==> src/rtl/signal_averager.sv <==
// Block averager: buffers unsigned 32-bit samples in a small FIFO and emits
// the floor mean of every 2**LOG2_N samples over a ready/valid source port.
module signal_averager #(
  parameter int LOG2_N     = 4,
  parameter int FIFO_DEPTH = 4
) (
  input  logic        clk,
  input  logic        reset_n,
  input  logic        avalonst_sink_valid,
  input  logic [31:0] avalonst_sink_data,
  output logic        avalonst_sink_ready,
  output logic        avalonst_source_valid,
  output logic [31:0] avalonst_source_data,
  input  logic        avalonst_source_ready,
  output logic [15:0] block_count
);

  localparam int AW   = $clog2(FIFO_DEPTH);
  localparam int ACCW = 32 + LOG2_N;
  localparam logic [AW:0] DEPTH_C = (AW+1)'(FIFO_DEPTH);

  typedef enum logic {ACCUM, OUTPUT} state_t;

  state_t            state, state_next;
  logic [31:0]       mem [FIFO_DEPTH];
  logic [AW-1:0]     wr_ptr, rd_ptr;
  logic [AW:0]       count, count_next;
  logic [ACCW-1:0]   acc, sum_next;
  logic [LOG2_N-1:0] sample_idx;
  logic              push, pop, last, handshake;

  assign push      = avalonst_sink_valid & avalonst_sink_ready;
  assign pop       = (state == ACCUM) && (count != '0);
  assign last      = (sample_idx == '1);
  assign handshake = (state == OUTPUT) && avalonst_source_valid && avalonst_source_ready;
  assign sum_next  = acc + ACCW'(mem[rd_ptr]);

  always_comb begin
    count_next = count;
    if (push && !pop)
      count_next = count + 1'b1;
    else if (!push && pop)
      count_next = count - 1'b1;
  end

  always_comb begin
    state_next = state;
    unique case (state)
      ACCUM:  if (pop && last) state_next = OUTPUT;
      OUTPUT: if (handshake)   state_next = ACCUM;
      default: state_next = ACCUM;
    endcase
  end

  always_ff @(posedge clk or negedge reset_n) begin
    if (!reset_n)
      state <= ACCUM;
    else
      state <= state_next;
  end

  // Storage has no reset; validity is tracked entirely by the pointers/count.
  always_ff @(posedge clk) begin
    if (push)
      mem[wr_ptr] <= avalonst_sink_data;
  end

  always_ff @(posedge clk or negedge reset_n) begin
    if (!reset_n) begin
      wr_ptr              <= '0;
      rd_ptr              <= '0;
      count               <= '0;
      avalonst_sink_ready <= 1'b0;
    end else begin
      if (push) wr_ptr <= wr_ptr + 1'b1;
      if (pop)  rd_ptr <= rd_ptr + 1'b1;
      count               <= count_next;
      avalonst_sink_ready <= (count_next < DEPTH_C);
    end
  end

  always_ff @(posedge clk or negedge reset_n) begin
    if (!reset_n) begin
      acc                   <= '0;
      sample_idx            <= '0;
      avalonst_source_valid <= 1'b0;
      avalonst_source_data  <= '0;
      block_count           <= '0;
    end else if (handshake) begin
      acc                   <= '0;
      sample_idx            <= '0;
      avalonst_source_valid <= 1'b0;
      block_count           <= block_count + 1'b1;
    end else if (pop) begin
      acc        <= sum_next;
      sample_idx <= sample_idx + 1'b1;
      if (last) begin
        avalonst_source_data  <= 32'(sum_next >> LOG2_N);
        avalonst_source_valid <= 1'b1;
      end
    end
  end

endmodule

==> config.mk <==
export PLATFORM = sky130hd
export DESIGN_NAME = signal_averager
export DESIGN_NICKNAME = d
export VERILOG_FILES = /design/src/rtl/signal_averager.sv
export SDC_FILE = /design/constraint.sdc
export NUM_CORES = 1
export LEC_CHECK = 0
export CORE_UTILIZATION = 30
export DETAILED_ROUTE_END_ITERATION = 6
export DONT_BUFFER_PORTS = 1
export PLACE_DENSITY = 0.46
export RECOVER_POWER = 25
export SLEW_MARGIN = 0
export SYNTH_ARGS = -nofsm -noshare
export SYNTH_HDL_FRONTEND = slang
export SYNTH_SLANG_ARGS = --single-unit
==> constraint.sdc <==
create_clock -name clk -period 6.8 [get_ports clk]
set_input_delay 0.68 -clock clk [delete_from_list [all_inputs] [get_ports clk]]
set_output_delay 0.68 -clock clk [all_outputs]
set_load 0.01 [all_outputs]
==> summary.md, run 1 <==
| Metric | Value |
|---|---|
| Seq/Total Area, Yosys | 0.602 |
| Reg area | 6300 sq um |
| Req. time, crit path | 7200 ps |
| Crit-path cells | buf_4 > mux4_2 > ha_1 > a21o_1 > a21o_1 > a221o_1 > a21oi_1 > o21ai_2 > a221o_1 > nor3b_1 > o31a_1 |
| Cell Pwr Density | 587 nW/um^2 |
| Final Core Density | 0.343 |
| Core area | 34500 sq um |
| Placed cells | 1208 |
| Post-synth EDFFs | 128 |
| HPWL Detailed | 15.4 mm |
| Drt drc | 0 |
| RSZ-0062 raised after global routing | false |
| Gpl congestion | 0.762 |
| Cells after Synth | 775 |
| Max incr delay on CP | 870 ps |
| Iter 0 DRT Violations | 328 |
| Max Fclk | 231 MHz |
| PostCTS Resize Cnt | 0 |
| R2R cell count | 11 |
| Pleak | 4.58 nW |
| Fill count | 3373 |
| Crit-path leading delay family | compound AO/OA/AOI/OAI gates |
| Warnings from Yosys | 0 |
| Number of top-level pins | 86 |
| GRT Util Overall | 0.135 |
| Die X-Extent | 189 microns |
| Ys async rst share | 0.434 |
| Hold Buf Count CTS | 1 |
| Skew-Pair Late Insertion Delay | 530 ps |
| Nets | 861 |
| Capturing point of the worst reg2reg path | avalonst_source_data[31]$_DFFE_PN0P_ |
| First-pass GRT wire length | 37.3 mm |
| Final instance area | 11800 sq um |
| Max FO, Critical Path | 22 |
| CTS Root Buffer Type | clkbuf_16 |
| Min Hold Slack | 94.2 ps |
| Final hold vios | 0 |
| CP Capture Type | flip-flop |
| CTS tree | yes |
| Largest net degree at the start of global routing | 99 |
| Post-synth cell types | 60 |
| DRT Pass-1 Iters | 4 |
| Worst path buffer plus inverter count | 1 |
| Port Buffers | 0 |
| VDD IR-drop max | 0.236 mV |
| Syn_area_per_cell | 13.5 sq um |
| Inserted Clock Buffers | 25 |
| Maximum root-to-sink buffer count | 3 |
| Pre-CTS setup slack | 2430 ps |
| Post-CTS Setup Bufs | 0 |
| R2r startpoint | rd_ptr[0]$_DFFE_PN0P_ |
| Die area | 35600 sq um |
| Max Clock Skew | 11.7 ps |
| Final Max Slew Viols | 0 |
| Detailed Route WL | 23.6 mm |
| Final setup violation count | 0 |
| Setup TNS | 0 ps |
| Via-per-instance ratio | 4.86 |
| Ratio of cells with drive above 1 in the final layout | 0.134 |
| Rows | 68 |
| CTS clock-pin slew for the worst setup and hold paths | 60 ps |
| CTS sink cnt | 226 |
| Status | completed |
| Synth Cell Area | 10500 sq um |
| Crit path max-delay cell type | dfrtp_2 |
| Max capacitance violation total | 0 |
| H-tree levels | 1 |
| Final setup margin | 2470 ps |
| R2R Setup Slk | 2470 ps |
| Post-Syn Nets | 855 |
| Crit Path Category | flip-flop to flip-flop |
| Data arrival, critical path | 4730 ps |
| Critical Path Start Type | flip-flop |
| Die height | 189 microns |
| HP Class | input pin to asynchronous set/reset pin |
| Initial antenna violation count | 0 |
| Slew margin rel. | 0.358 |
| Layout Cells excl Fill | 1255 |
| Drt wl/cell | 18.8 microns |
| Min cycle time layout | 4330 ps |
| Initial core utilization | 0.303 |
| Area Overhead vs Synth | 13.0% |
| DP Area | 11000 sq um |
| Crit share post-route | 0.637 |
| Number of global-route vias before repair | 6197 |
| Grt ovf | 0 |
| Most used DFF post-synth | edfxtp_1 |
| Multi-input combinational cell area | 3970 sq um |
| Number of diodes | 0 |
| Power Total | 6.94 mW |
| Vias | 6094 |
| Yosys reg bits | 226 |
| Actual slew at the worst max-slew pin | 962 ps |
| Post-route ant nets | 0 |
-- cell usage in the layout (no fill, tap or decap), types with 3 or more instances in the layout --
cell type  instances
mux4_2            32
a21oi_1           41
a211oi_1           5
a21o_1            18
o31ai_1            5
xor2_1            11
and4_1             4
mux2_2            14
nand3_1           13
buf_4              9
and3_1            14
o31a_1             5
o21ai_1           11
nand4_1            8
a22o_1            25
o21a_1             4
and2_1             7
edfxtp_1         128
a211oi_2           4
nor2b_1            7
dfrtp_1           97
ha_1              43
nor3b_1            4
nand2b_1           7
clkbuf_1           7
clkinv_2           3
o21bai_1           4
clkinv_1           5
o21ai_0           11
nor3_1             5
bufinv_16          3
nor2_1            37
or3_1              3
inv_1             16
nand2_1           90
clkbuf_16         25
xnor2_1           35
-- power breakdown --
part	internal [mW]	leakage (nW)	total, mW	switching, mW
Sequential	1.85	2.39	2.17	0.323
Combinational	1.50	1.79	3.42	1.92
Clock	0.802	0.393	1.35	0.545
-- layer usage --
layer	global-route usage	wire length, microns	up-vias
met5	0	0	-
met4	0.0375	641	0
met3	0.0376	1320	34
met2	0.212	10600	116
met1	0.183	11100	3016
li1	-	-	2928
-- worst max-delay path by stage --
stage	from	to	slack (ps)	depth (start not counted)
finish	rd_ptr[0]$_DFFE_PN0P_	avalonst_source_data[31]$_DFFE_PN0P_	2470	11
floorplan	rd_ptr[0]$_DFFE_PN0P_	avalonst_source_data[31]$_DFFE_PN0P_	2860	12
global route	rd_ptr[0]$_DFFE_PN0P_	avalonst_source_data[24]$_DFFE_PN0P_	2190	11
detailed placement	rd_ptr[0]$_DFFE_PN0P_	avalonst_source_data[31]$_DFFE_PN0P_	2430	11
global placement	rd_ptr[1]$_DFFE_PN0P_	avalonst_source_data[30]$_DFFE_PN0P_	2430	11
CTS	rd_ptr[0]$_DFFE_PN0P_	avalonst_source_data[31]$_DFFE_PN0P_	2380	11
-- flip-flops by register name, indices dropped and copies added, names as in the netlist --
| name | flops |
|---|---|
| mem | 128 |
| sample_idx | 4 |
| avalonst_source_data | 32 |
| avalonst_source_valid | 1 |
| acc | 36 |
| avalonst_sink_ready | 1 |
| state | 1 |
| block_count | 16 |
| count | 3 |
| wr_ptr | 2 |
| rd_ptr | 2 |
-- synthesized netlist by cell type (8+ instances only) --
cell type,n,area share
a21oi_1,41,0.020
a21o_1,18,0.013
mux4_2,32,0.069
ha_1,43,0.051
o21ai_1,11,0.0053
a22o_1,25,0.021
xnor2_1,35,0.029
nand3_1,13,0.0062
and3_1,14,0.0084
clkbuf_1,22,0.0079
nand4_1,8,0.0048
mux2_2,14,0.015
nor2_1,38,0.014
xor2_1,11,0.0092
dfrtp_1,98,0.23
o21ai_0,11,0.0053
inv_1,16,0.0057
nand2_1,90,0.032
edfxtp_1,128,0.37
-- cells by family after synthesis --
kind of cell,after synthesis,synth area share
multiplexers,49,0.0870
AND/OR/NAND/NOR,205,0.0927
XOR/XNOR,46,0.0385
AO/OA/AOI/OAI,155,0.108
buffers and inverters,50,0.0185
adder cells (fa/ha/maj),44,0.0534
flip-flops,226,0.602
-- area by class of cell --
class,count,share of cell area
inverter,19,0.00604
sequential,226,0.533
timing repair buffer,10,0.00805
tap,455,0.0482
multi-input combinational,499,0.336
clock buffer,33,0.0563
clock inverter,13,0.0123
(Power assumes the default switching activity.)
==> run 2, diff against run 1 <==
==> constraint.sdc (replaced) <==
create_clock -name clk -period 4.2 [get_ports clk]
set_input_delay 0.42 -clock clk [delete_from_list [all_inputs] [get_ports clk]]
set_output_delay 0.42 -clock clk [all_outputs]
set_load 0.01 [all_outputs]
==> summary.md, run 2 (synthesis results as in run 1) <==
| Metric | Value |
|---|---|
| Req. time, crit path | 4610 ps (-2590 ps) |
| Most frequent cells in the layout | edfxtp_1, dfrtp_1, nand2_1 |
| Largest net degree at the start of global routing | 99 (unchanged) |
| Critical Path Start Type | flip-flop |
| Max Fclk | 264 MHz (+14%) |
| Final Core Density | 0.358 (+0.0151) |
| First-pass GRT wire length | 39.0 mm (+4.7%) |
| Maximum root-to-sink buffer count | 3 (unchanged) |
| HPWL Detailed | 15.9 mm (+3.5%) |
| Post-route ant nets | 0 (unchanged) |
| Largest reg by FF count | mem |
| Biggest regs | mem (128), acc (36), avalonst_source_data (32) |
| Commonest non-fill, non-tap cell in the layout | edfxtp_1 |
| Final instance area | 12300 sq um (+4.4%) |
| Number of top-level pins | 86 (unchanged) |
| Fill count | 3346 (-0.80%) |
| Rows | 68 (unchanged) |
| Min cycle time layout | 3790 ps (-535 ps) |
| Max FO, Critical Path | 21 (-4.5%) |
| Final setup violation count | 0 (unchanged) |
| Via-per-instance ratio | 4.88 (+0.47%) |
| Status | completed |
| Port Buffers | 0 (unchanged) |
| Final Max Slew Viols | 0 (unchanged) |
| Die X-Extent | 189 microns (unchanged) |
| CTS sink cnt | 226 (unchanged) |
| Max reg flops | 128 (unchanged) |
| Data arrival, critical path | 4210 ps (-520 ps) |
| Iter 0 DRT Violations | 291 (-11%) |
| RSZ-0062 raised after global routing | false |
| Worst path buffer plus inverter count | 2 (+1) |
| CTS clock-pin slew for the worst setup and hold paths | 60 ps (about the same) |
| GRT Util Overall | 0.141 (+0.00573) |
| Cell Pwr Density | 943 nW/um^2 (+61%) |
| Core area | 34500 sq um (unchanged) |
| Skew-Pair Late Insertion Delay | 530 ps (about the same) |
| Hold Buf Count CTS | 34 (+33) |
| Die area | 35600 sq um (unchanged) |
| Crit path max-delay cell type | dfrtp_1 |
| Inserted Clock Buffers | 26 (+4.0%) |
| Setup TNS | 0 ps (unchanged) |
| Drt wl/cell | 18.9 microns (+0.46%) |
| Actual slew at the worst max-slew pin | 912 ps (-50.4 ps) |
| Ratio of cells with drive above 1 in the final layout | 0.146 (+0.0120) |
| HP Class | input pin to flip-flop |
| Post-CTS Setup Bufs | 0 (unchanged) |
| Area Overhead vs Synth | 17.9% |
| Pleak | 4.82 nW (+5.3%) |
| Number of diodes | 0 (unchanged) |
| Max incr delay on CP | 470 ps (-400 ps) |
| Crit Path Category | flip-flop to flip-flop |
| Number of global-route vias before repair | 6697 (+8.1%) |
| Crit share post-route | 0.903 (+0.267) |
| Final hold vios | 0 (unchanged) |
| Drt drc | 0 (unchanged) |
| Gpl congestion | 0.785 (+3.1%) |
| Nets | 904 (+5.0%) |
| CTS Root Buffer Type | clkbuf_16 |
| Slew margin rel. | 0.392 (+0.0343) |
| Crit-path leading delay family | compound AO/OA/AOI/OAI gates |
| Hold Path Origin | avalonst_source_ready |
| PostCTS Resize Cnt | 0 (unchanged) |
| CTS tree | yes |
| DP Area | 11100 sq um (+0.84%) |
| DRT Pass-1 Iters | 4 (unchanged) |
| VDD IR-drop max | 0.409 mV (+73%) |
| Initial core utilization | 0.303 (unchanged) |
| H-tree levels | 1 (unchanged) |
| CP Capture Type | flip-flop |
| Vias | 6337 (+4.0%) |
| Max Clock Skew | 15.0 ps (+3.37 ps) |
| Detailed Route WL | 24.6 mm (+4.0%) |
| Crit-path cells | buf_12 > buf_4 > mux4_2 > ha_1 > a21o_1 > a21o_1 > a221o_1 > a21oi_1 > o21ai_2 > a221o_1 > nor3b_1 > o31a_1 |
| Power Total | 11.6 mW (+68%) |
| R2r startpoint | rd_ptr[1]$_DFFE_PN0P_ |
| Critical path origin | rd_ptr[1]$_DFFE_PN0P_ |
| Max capacitance violation total | 0 (unchanged) |
| Grt ovf | 0 (unchanged) |
| Initial antenna violation count | 1 (+1) |
| Die height | 189 microns (unchanged) |
[run 2: layer usage]
metal  GRT usage  share of wire
met1       0.192           0.47
met2       0.228           0.46
met3      0.0281          0.046
met4      0.0385          0.022
met5           0        0.00033
[run 2: worst paths after layout]
kind                                                             end  slack [ps]  cells past startpoint
worst max register to register  avalonst_source_data[31]$_DFFE_PN0P_         410                     12
min in group asynchronous                block_count[15]$_DFFE_PN0P_         450                      2
worst max-delay path            avalonst_source_data[31]$_DFFE_PN0P_         410                     12
max in group asynchronous                      rd_ptr[0]$_DFFE_PN0P_        3220                      2
worst min-delay path                                 state$_DFF_PN0_          60                      3
worst min register to register                    count[2]$_DFF_PN0_         490                      1
[run 2: layout make-up]
type	instances	area [sq um]	area share
well taps	455	569	0.0462
multi-input cells	499	3970	0.322
clock buffers	34	732	0.0593
clock inverters	14	176	0.0143
flip-flops and latches	226	6300	0.511
inverters	19	71.3	0.00578
repair buffers	52	518	0.0420
[run 2: stage by stage]
| stage | instances | hold WS, ps | setup slack (ps) |
|---|---|---|---|
| floorplan | 775 | 124 | 257 |
| global route | 1299 | 66.9 | 255 |
| global placement | 1217 | 126 | 444 |
| detailed placement | 1217 | 127 | 419 |
| finish | 1299 | 62.6 | 406 |
| CTS | 1299 | 39.8 | 384 |
[run 2: worst min-delay path, delay by kind of cell]
family | cells | cell delay (ps)
simple gates | 3 | 140
[run 2: power by group]
group	total (mW)	leakage, nW	switching (mW)	internal, mW
Combinational	5.81	1.99	3.27	2.54
Clock	2.40	0.443	0.929	1.47
Sequential	3.42	2.39	0.429	2.99
==> run 3, diff against run 2 <==
--- a/config.mk
+++ b/config.mk
@@ -5,10 +5,10 @@
 export SDC_FILE = /design/constraint.sdc
 export NUM_CORES = 1
 export LEC_CHECK = 0
-export CORE_UTILIZATION = 30
+export CORE_UTILIZATION = 40
 export DETAILED_ROUTE_END_ITERATION = 6
 export DONT_BUFFER_PORTS = 1
-export PLACE_DENSITY = 0.46
+export PLACE_DENSITY = 0.56
 export RECOVER_POWER = 25
 export SLEW_MARGIN = 0
 export SYNTH_ARGS = -nofsm -noshare
==> summary.md, run 3 (synthesis results as in run 1) <==
| Metric | Value |
|---|---|
| GRT Util Overall | 0.173 (+0.0324) |
| Crit-path leading delay family | compound AO/OA/AOI/OAI gates |
| Worst hold stages | 3 (unchanged) |
| Fill count | 2246 (-33%) |
| Post-route ant nets | 0 (unchanged) |
| Min cycle time layout | 3810 ps (+19.1 ps) |
| Internal power | 6.73 mW (-4.0%) |
| Initial core utilization | 0.412 (+0.108) |
| Largest reg by FF count | mem |
| Switching share of power | 0.398 (+0.000645) |
| Actual slew at the worst max-slew pin | 839 ps (-72.9 ps) |
| Max Fclk | 262 MHz (-0.50%) |
| Port Buffers | 0 (unchanged) |
| Max reg flops | 128 (unchanged) |
| Area Overhead vs Synth | 15.1% |
| Drt drc | 0 (unchanged) |
| Maximum root-to-sink buffer count | 3 (unchanged) |
| Setup TNS | 0 ps (unchanged) |
| Final setup violation count | 0 (unchanged) |
| Crit-path cells | buf_4 > buf_4 > mux4_2 > ha_1 > nand2_1 > or4_1 > o21ai_2 > a221o_1 > a41oi_1 > o31a_1 |
| R2r startpoint | rd_ptr[0]$_DFFE_PN0P_ |
| Crit path top cell by count | buf_4 |
| CTS clock-pin slew for the worst setup and hold paths | 60 ps (about the same) |
| Capturing point of the worst reg2reg path | avalonst_source_data[31]$_DFFE_PN0P_ |
| Final Core Density | 0.474 (+0.116) |
| Power Total | 11.2 mW (-3.9%) |
| Gpl congestion | 0.867 (+10%) |
| Max FO, Critical Path | 8 (-62%) |
| Drt wl/cell | 19.2 microns (+1.6%) |
| Clk pwr share | 0.185 (-0.021) |
| First-pass GRT wire length | 35.9 mm (-7.9%) |
| Most frequent cells in the layout | edfxtp_1, dfrtp_1, nand2_1 |
| CP Capture Type | flip-flop |
| Initial antenna violation count | 1 (unchanged) |
| Hold Path End | state$_DFF_PN0_ |
| Iter 0 DRT Violations | 249 (-14%) |
| VDD IR-drop max | 0.403 mV (-1.5%) |
| Final Max Slew Viols | 0 (unchanged) |
| Pleak | 4.74 nW (-1.5%) |
| Skew-Pair Late Insertion Delay | 520 ps (about the same) |
| Pre-CTS setup slack | 335 ps (-83.5 ps) |
| H-tree levels | 1 (unchanged) |
| Min Hold Slack | 83.6 ps (+21.0 ps) |
| Core area | 25400 sq um (-26%) |
| Die X-Extent | 164 microns (-13%) |
| R2R cell count | 10 (-2) |
| Crit Path Category | flip-flop to flip-flop |
| Slew margin rel. | 0.440 (+0.0478) |
| Grt ovf | 0 (unchanged) |
| Biggest regs | mem (128), acc (36), avalonst_source_data (32) |
| Max Clock Skew | 16.0 ps (+0.934 ps) |
| HP Class | input pin to flip-flop |
| Rows | 58 (-15%) |
| Detailed Route WL | 22.5 mm (-8.4%) |
| Critical path origin | rd_ptr[0]$_DFFE_PN0P_ |
| Hold Path Origin | avalonst_source_ready |
| Critical Path Start Type | flip-flop |
| Final hold vios | 0 (unchanged) |
| Inserted Clock Buffers | 25 (-3.8%) |
| Switch Pwr | 4.46 mW (-3.7%) |
| Largest net degree at the start of global routing | 99 (unchanged) |
| R2R Setup Slk | 390 ps (-20 ps) |
| Max incr delay on CP | 560 ps (+90 ps) |
| CTS sink cnt | 226 (unchanged) |
| Via-per-instance ratio | 5.39 (+11%) |
| Number of top-level pins | 86 (unchanged) |
| Commonest non-fill, non-tap cell in the layout | edfxtp_1 |
| RSZ-0062 raised after global routing | false |
| PostCTS Resize Cnt | 0 (unchanged) |
| Max capacitance violation total | 0 (unchanged) |
| Crit path max-delay cell type | or4_1 |
| Data arrival, critical path | 4200 ps (about the same) |
| Die height | 164 microns (-13%) |
| Die area | 26800 sq um (-25%) |
| CTS Root Buffer Type | clkbuf_16 |
| Cell Pwr Density | 929 nW/um^2 (-1.5%) |
| Worst path buffer plus inverter count | 2 (unchanged) |
| Share of total power in sequential cells | 0.308 (+0.014) |
| Combinational Power Share | 0.507 (+0.007) |
| Ratio of cells with drive above 1 in the final layout | 0.138 (-0.00764) |
| Crit share post-route | 0.908 (+0.00456) |
| HPWL Detailed | 15.0 mm (-5.7%) |
| Final setup margin | 387 ps (-19.1 ps) |
| Req. time, crit path | 4590 ps (-20 ps) |
| Number of global-route vias before repair | 6590 (-1.6%) |
| Nets | 902 (-0.22%) |
| CTS tree | yes |
| Vias | 6314 (-0.36%) |
| DRT Pass-1 Iters | 4 (unchanged) |
| Status | completed |
==> run 3: how the worst max path moves through the flow <==
| stage | end | slack (ps) | cells after the start |
|---|---|---|---|
| 2_1_floorplan | avalonst_source_data[31]$_DFFE_PN0P_ | 260 | 12 |
| 6_report | avalonst_source_data[31]$_DFFE_PN0P_ | 390 | 10 |
| 4_1_cts | avalonst_source_data[31]$_DFFE_PN0P_ | 320 | 10 |
| 5_1_grt | avalonst_source_data[31]$_DFFE_PN0P_ | 170 | 10 |
| 3_3_place_gp | avalonst_source_data[31]$_DFFE_PN0P_ | 410 | 10 |
| 3_5_place_dp | avalonst_source_data[31]$_DFFE_PN0P_ | 340 | 10 |
==> run 3: per-layer routing <==
metal,global-route usage,share of wire,vias to the layer above
li1,-,-,3001
met1,0.220,0.43,3161
met2,0.291,0.48,117
met3,0.0414,0.058,35
met4,0.0572,0.032,0
met5,0,0,-
==> run 3: power groups by stage <==
| stage | clock, mW | sequential (mW) | combinational (mW) |
|---|---|---|---|
| 2_1_floorplan | 0 | 3.33 | 4.43 |
| 3_3_place_gp | 0 | 3.48 | 5.55 |
| 3_5_place_dp | 0 | 3.50 | 5.63 |
| 4_1_cts | 2.15 | 3.46 | 5.72 |
| 5_1_grt | 2.22 | 3.53 | 6.32 |
| 6_report | 2.07 | 3.45 | 5.67 |
==> run 3: cell type report <==
class / count / area (sq um) / share of cell area
sequential: 226 / 6300 / 0.523
clock buffer: 29 / 641 / 0.0532
inverter: 19 / 71.3 / 0.00592
tap: 330 / 413 / 0.0343
multi-input combinational: 499 / 3970 / 0.330
antenna: 1 / 2.50 / 0.000208
timing repair buffer: 51 / 510 / 0.0424
clock inverter: 16 / 135 / 0.0112
==> run 3: tightest hold or removal path, cell delays in order <==
cell and delay [ps]:
nand2_1 30, nand2_1 60, nand2_1 40
==> run 3: per-stage QoR <==
step | cells | area, sq um
after floorplan | 775 | 10500
final | 1171 | 12000
after CTS | 1170 | 12000
after global routing | 1170 | 12000
after detailed placement | 1091 | 10900
after global placement | 1091 | 10900
==> run 3: timing repair <==
action                    in CTS  in global routing
buffers inserted               0                  0
hold endpoints to repair     226                  0
hold buffers                  34                  0
